[src/rtl/int_req_pkg.sv]
// Shared types and constants for the interrupt requester.
package int_req_pkg;

  localparam int unsigned ID_W        = 3;
  localparam int unsigned MAX_SRC     = 8;
  localparam int unsigned DEF_HOLDOFF = 8;
  localparam int unsigned DEF_TIMEOUT = 255;

  typedef enum logic [1:0] {
    IDLE = 2'd0,
    REQ  = 2'd1,
    HOLD = 2'd2,
    TOUT = 2'd3
  } state_t;

endpackage

[src/rtl/int_prio_enc.sv]
// Combinational lowest-index-first priority encoder.
module int_prio_enc
  import int_req_pkg::*;
#(
  parameter int unsigned N = 4
) (
  input  logic [N-1:0]    req,
  output logic            valid,
  output logic [ID_W-1:0] idx
);

  // Scan from the top down so the lowest set index is the last one written.
  always_comb begin
    valid = 1'b0;
    idx   = '0;
    for (int i = int'(N) - 1; i >= 0; i--) begin
      if (req[i]) begin
        valid = 1'b1;
        idx   = ID_W'(i);
      end
    end
  end

endmodule

[src/rtl/int_requester.sv]
// Edge-triggered interrupt requester with holdoff between grants.
// Optional ack timeout and timeout_err port enabled by INT_REQUESTER_TIMEOUT_EN.
module int_requester
  import int_req_pkg::*;
#(
  parameter int unsigned NUM_SRC = 4,
  parameter int unsigned HOLDOFF = DEF_HOLDOFF,
  parameter int unsigned TIMEOUT = DEF_TIMEOUT
) (
  input  logic               clk,
  input  logic               reset,
  input  logic [NUM_SRC-1:0] src,
  input  logic [NUM_SRC-1:0] mask,
  input  logic               ack,
  output logic               int_flag,
  output logic [ID_W-1:0]    int_id,
  output logic [NUM_SRC-1:0] pending,
  output logic               overrun
`ifdef INT_REQUESTER_TIMEOUT_EN
  ,
  output logic               timeout_err
`endif
);

  localparam int unsigned HOLD_W = (HOLDOFF > 1) ? $clog2(HOLDOFF) : 1;

  if (NUM_SRC < 1 || NUM_SRC > MAX_SRC || TIMEOUT < 1) begin : g_bad_cfg
    $error("int_requester: unsupported NUM_SRC or TIMEOUT");
  end

  state_t             state;
  logic [NUM_SRC-1:0] src_q;
  logic               ack_q;
  logic [HOLD_W-1:0]  hold_cnt;

  logic [NUM_SRC-1:0] src_rise;
  logic [NUM_SRC-1:0] clr;
  logic               ack_rise;
  logic               ack_take;
  logic               win_valid;
  logic [ID_W-1:0]    win_id;

`ifdef INT_REQUESTER_TIMEOUT_EN
  localparam int unsigned TOUT_W = (TIMEOUT > 1) ? $clog2(TIMEOUT) : 1;
  logic [TOUT_W-1:0] tout_cnt;
`endif

  assign src_rise = src & ~src_q;
  assign ack_rise = ack & ~ack_q;
  assign ack_take = (state == REQ) && ack_rise;
  // A coincident new edge on the serviced source re-sets the bit via the OR below.
  assign clr      = ack_take ? (NUM_SRC'(1) << int_id) : '0;

  int_prio_enc #(.N(NUM_SRC)) u_enc (
    .req   (pending & mask),
    .valid (win_valid),
    .idx   (win_id)
  );

  always_ff @(posedge clk) begin
    if (reset) begin
      state    <= IDLE;
      int_flag <= 1'b0;
      int_id   <= '0;
      pending  <= '0;
      overrun  <= 1'b0;
      hold_cnt <= '0;
      src_q    <= src;
      ack_q    <= ack;
`ifdef INT_REQUESTER_TIMEOUT_EN
      tout_cnt    <= '0;
      timeout_err <= 1'b0;
`endif
    end else begin
      src_q   <= src;
      ack_q   <= ack;
      pending <= (pending & ~clr) | src_rise;
      if (|(src_rise & pending & ~clr)) overrun <= 1'b1;

      case (state)
        IDLE: begin
          if (win_valid) begin
            state    <= REQ;
            int_flag <= 1'b1;
            int_id   <= win_id;
`ifdef INT_REQUESTER_TIMEOUT_EN
            tout_cnt <= '0;
`endif
          end
        end
        REQ: begin
          if (ack_rise) begin
            int_flag <= 1'b0;
            int_id   <= '0;
            if (HOLDOFF == 0) begin
              state <= IDLE;
            end else begin
              state    <= HOLD;
              hold_cnt <= HOLD_W'(HOLDOFF - 1);
            end
          end
`ifdef INT_REQUESTER_TIMEOUT_EN
          else if (32'(tout_cnt) + 32'd1 >= TIMEOUT) begin
            state       <= TOUT;
            int_flag    <= 1'b0;
            int_id      <= '0;
            timeout_err <= 1'b1;
          end else begin
            tout_cnt <= tout_cnt + TOUT_W'(1);
          end
`endif
        end
        HOLD: begin
          if (hold_cnt == '0) state <= IDLE;
          else hold_cnt <= hold_cnt - HOLD_W'(1);
        end
        TOUT: begin
          // One dead cycle after a timeout, then a full holdoff.
          if (HOLDOFF == 0) begin
            state <= IDLE;
          end else begin
            state    <= HOLD;
            hold_cnt <= HOLD_W'(HOLDOFF - 1);
          end
        end
        default: state <= IDLE;
      endcase
    end
  end

endmodule

[config.mk]
export PLATFORM = sky130hd
export DESIGN_NAME = int_requester
export DESIGN_NICKNAME = d
export VERILOG_FILES = /design/src/rtl/int_req_pkg.sv /design/src/rtl/int_prio_enc.sv /design/src/rtl/int_requester.sv
export SDC_FILE = /design/constraint.sdc
export NUM_CORES = 1
export LEC_CHECK = 0
export ABC_AREA = 1
export BUFFER_PORTS_ARGS = -buffer_cell sky130_fd_sc_hd__buf_2
export CORE_MARGIN = 4
export CORE_UTILIZATION = 32
export CTS_BUF_LIST = sky130_fd_sc_hd__clkbuf_2
export CTS_CLUSTER_SIZE = 14
export DETAILED_ROUTE_END_ITERATION = 6
export PLACE_DENSITY = 0.65
export SYNTH_ARGS = -nofsm -noshare
export SYNTH_HDL_FRONTEND = slang
export SYNTH_SLANG_ARGS = --single-unit
[constraint.sdc]
create_clock -name clk -period 2.9 [get_ports clk]
set_input_delay 0.435 -clock clk [delete_from_list [all_inputs] [get_ports clk]]
set_output_delay 0.435 -clock clk [all_outputs]
set_load 0.05 [all_outputs]
==> results.md <==
- Gr usage total: 0.1032
- Worst setup path class: register to output port
- DRT Wirelength: 1651 um
- DIE HEIGHT: around 58 um
- Cell Rows: 17
- Total area of sequential cells: 360.3 sq um
- Vias in the first global route: just under 700
- Synth-to-layout area growth: 16.54%
- Post-Syn Instances: roughly 110
- Global route overflow: 0
- Average routed wire per standard cell: around 11 um
- Full die area: about 0.0034 sq mm
- WHS: ~220 ps
- Buf/Inv on CP: 1
- Final Cycle Share: 0.5178
- Clock root cell: clkbuf_2
- Pwr Density: approximately 600 mW/mm^2
- Clk_skew: roughly 4.4 ps
- Initial antenna violation count: 0
- Critical Path RT: between 2000 and 2500 ps
- Clock Latency Late Sink: between 300 and 400 ps
- Worst EP arrival: 1070 ps
- First-pass DRT Iterations: 4
- Antenna Nets Post-Route: 0
- Critical-path top delay cell: dfxtp_1
- I/O Buffers: 18
- CP Max Fanout: 6
- TritonCTS Sinks: 18
- Via/cell ratio: 4.603
- Share of the synthesized area in the top cell type: 0.4493
- Sequential share of the synthesized area: 0.4493
- Synth area leader: dfxtp_1
- Post-synthesis async set-or-reset flop share: 0
- Mapped Avg Cell Area: between 7 and 8 sq um
- Worst-path clk slew: roughly 180 ps
- Top-count cell post-synth: nand2_1
- Post-synthesis cell area: ~800 sq um
- CP max stage delay: approximately 460 ps
- Io pins: 20
- Setup crit start kind: register
- CTS max path bufs: 2
- RSZ-0062 raised after global routing: no
- DPL Wire Length: ~1300 um
- Number of CTS-inserted buffers: 3
- Final Hold Viols: 0
- CP cell instances: buf_2
- Warnings from Yosys: 0
- H-tree depth: 1
- Layout cells sized above 1: 0.2422
- Setup TNS: 0 ps
- First-pass GRT wire length: between 2000 and 3000 um
- Placed Instances: between 150 and 200
- Nets: 142
- Vias: a little over 700
- Hold_buf cts: 0
- Max_cap viols: 0
- Core area: roughly 0.0023 sq mm
- Commonest cells in the netlist: 21 x nand2_1, 18 x dfxtp_1, 18 x inv_1
- Final non-filler cell total: ~160
- Multi-input logic area: 359.1 sq um
- PostCTS Resize Cnt: 0
- Pleak: around 0.46 nW
- Post-CTS setup buffer count: 0
- Syn_nets: approximately 120
- Chip width: a little under 60 um
- Cell variety after synth: 18
- N_diodes: 0
- Achievable frequency: 665.9 MHz
- Number of fillers in the final layout: between 200 and 300
- EDFF count, synth: 0
- Tmin final: ~1500 ps
- Maximum vdd ir drop: a little over 300 uV
- Drt drc: 0
- CTS tree: built
- Pin count of the biggest net entering global routing: 12
- Delay-heaviest family, CP: flip-flops
- Hold Path Class: input pin to register
- Final number of max-transition violations: 0
- RePlAce Congestion: between 0.7 and 0.8
- Starting DRT DRC Count: 9
- Crit. End Element: output port
- Initial Util: 0.3491
- Setup violators final: 0
- Seq cells post-synth: 18
- Status: finished clean
- Leading register cell type out of synthesis: dfxtp_1
- Area contributors post-synth: dfxtp_1 45%, nand2_1 9.8%, inv_1 8.4%
placed cells by master (no fill, tap or decap), types with 2 or more instances in the layout:
| cell | instances |
|---|---|
| a21oi_1 | 8 |
| a21oi_2 | 3 |
| buf_2 | 18 |
| clkbuf_2 | 3 |
| dfxtp_1 | 18 |
| ha_1 | 2 |
| inv_1 | 18 |
| nand2_1 | 21 |
| nand3_1 | 11 |
| nand4_1 | 3 |
| nor2_1 | 12 |
| nor2_4 | 2 |
| o21ai_0 | 2 |
| o21ai_2 | 2 |
worst paths after layout:
check             cells past startpoint        start     endpoint  slack, ps
setup / recovery                      1    int_id[0]    int_id[0]       1400
setup reg to reg                      7  hold_cnt[0]  hold_cnt[0]       1560
hold / removal                        1       src[0]     src_q[0]        220
hold reg to reg                       2     int_flag     int_flag        480
power by group:
| group | switching (W) | internal, W |
|---|---|---|
| combinational | 0.000112 | 0.0000518 |
| sequential | 0.0000169 | 0.000275 |
| clock | 0.0000813 | 0.0000300 |
| total | 0.000210 | 0.000357 |
per-stage QoR:
step / util / cell area (sq um) / setup slack, ps / power [W]
final: 0.4069 / 934.6 / 1398 / 0.0005673
after global routing: 0.4069 / 934.6 / 1323 / 0.0006060
after CTS: 0.4069 / 934.6 / 1380 / 0.0005760
after detailed placement: 0.3987 / 915.9 / 1585 / 0.0004628
after global placement: 0.3987 / 915.9 / 1609 / 0.0004545
after floorplan: - / 802.0 / 1599 / 0.0004233
flip-flops by register name (all words and copies together) (netlist names):
register and count:
src_q 4, overrun 1, state 2, ack_q 1
pending 4, int_id 2, hold_cnt 3, int_flag 1
layer usage:
metal | vias up | wire length (um) | global-route usage
met4 | 0 | 4 | 0.02649
met3 | 2 | 102 | 0.04900
met5 | - | 0 | 0
met1 | 321 | 738 | 0.1098
li1 | 377 | - | -
met2 | 18 | 805 | 0.1823
cells by family (layout without fill, tap and decap cells):
logic type | Yosys count | in the layout | share of synthesized area
flip-flops | 18 | 18 | 0.4493
other | 1 | 1 | 0.004676
AND/OR/NAND/NOR | 51 | 51 | 0.2949
adder cells (fa/ha/maj) | 2 | 2 | 0.03120
buffers and inverters | 21 | 41 | 0.1030
AO/OA/AOI/OAI | 15 | 15 | 0.1170
layout make-up:
class                           count  share of cell area
Inverter                           19             0.07631
Multi-Input combinational cell     69              0.3842
Timing Repair Buffer               18             0.09639
Tap cell                           28             0.03748
Clock buffer                        3             0.01606
Sequential cell                    18              0.3855
Clock inverter                      1            0.004016
Power figures use the tool's default switching activity.
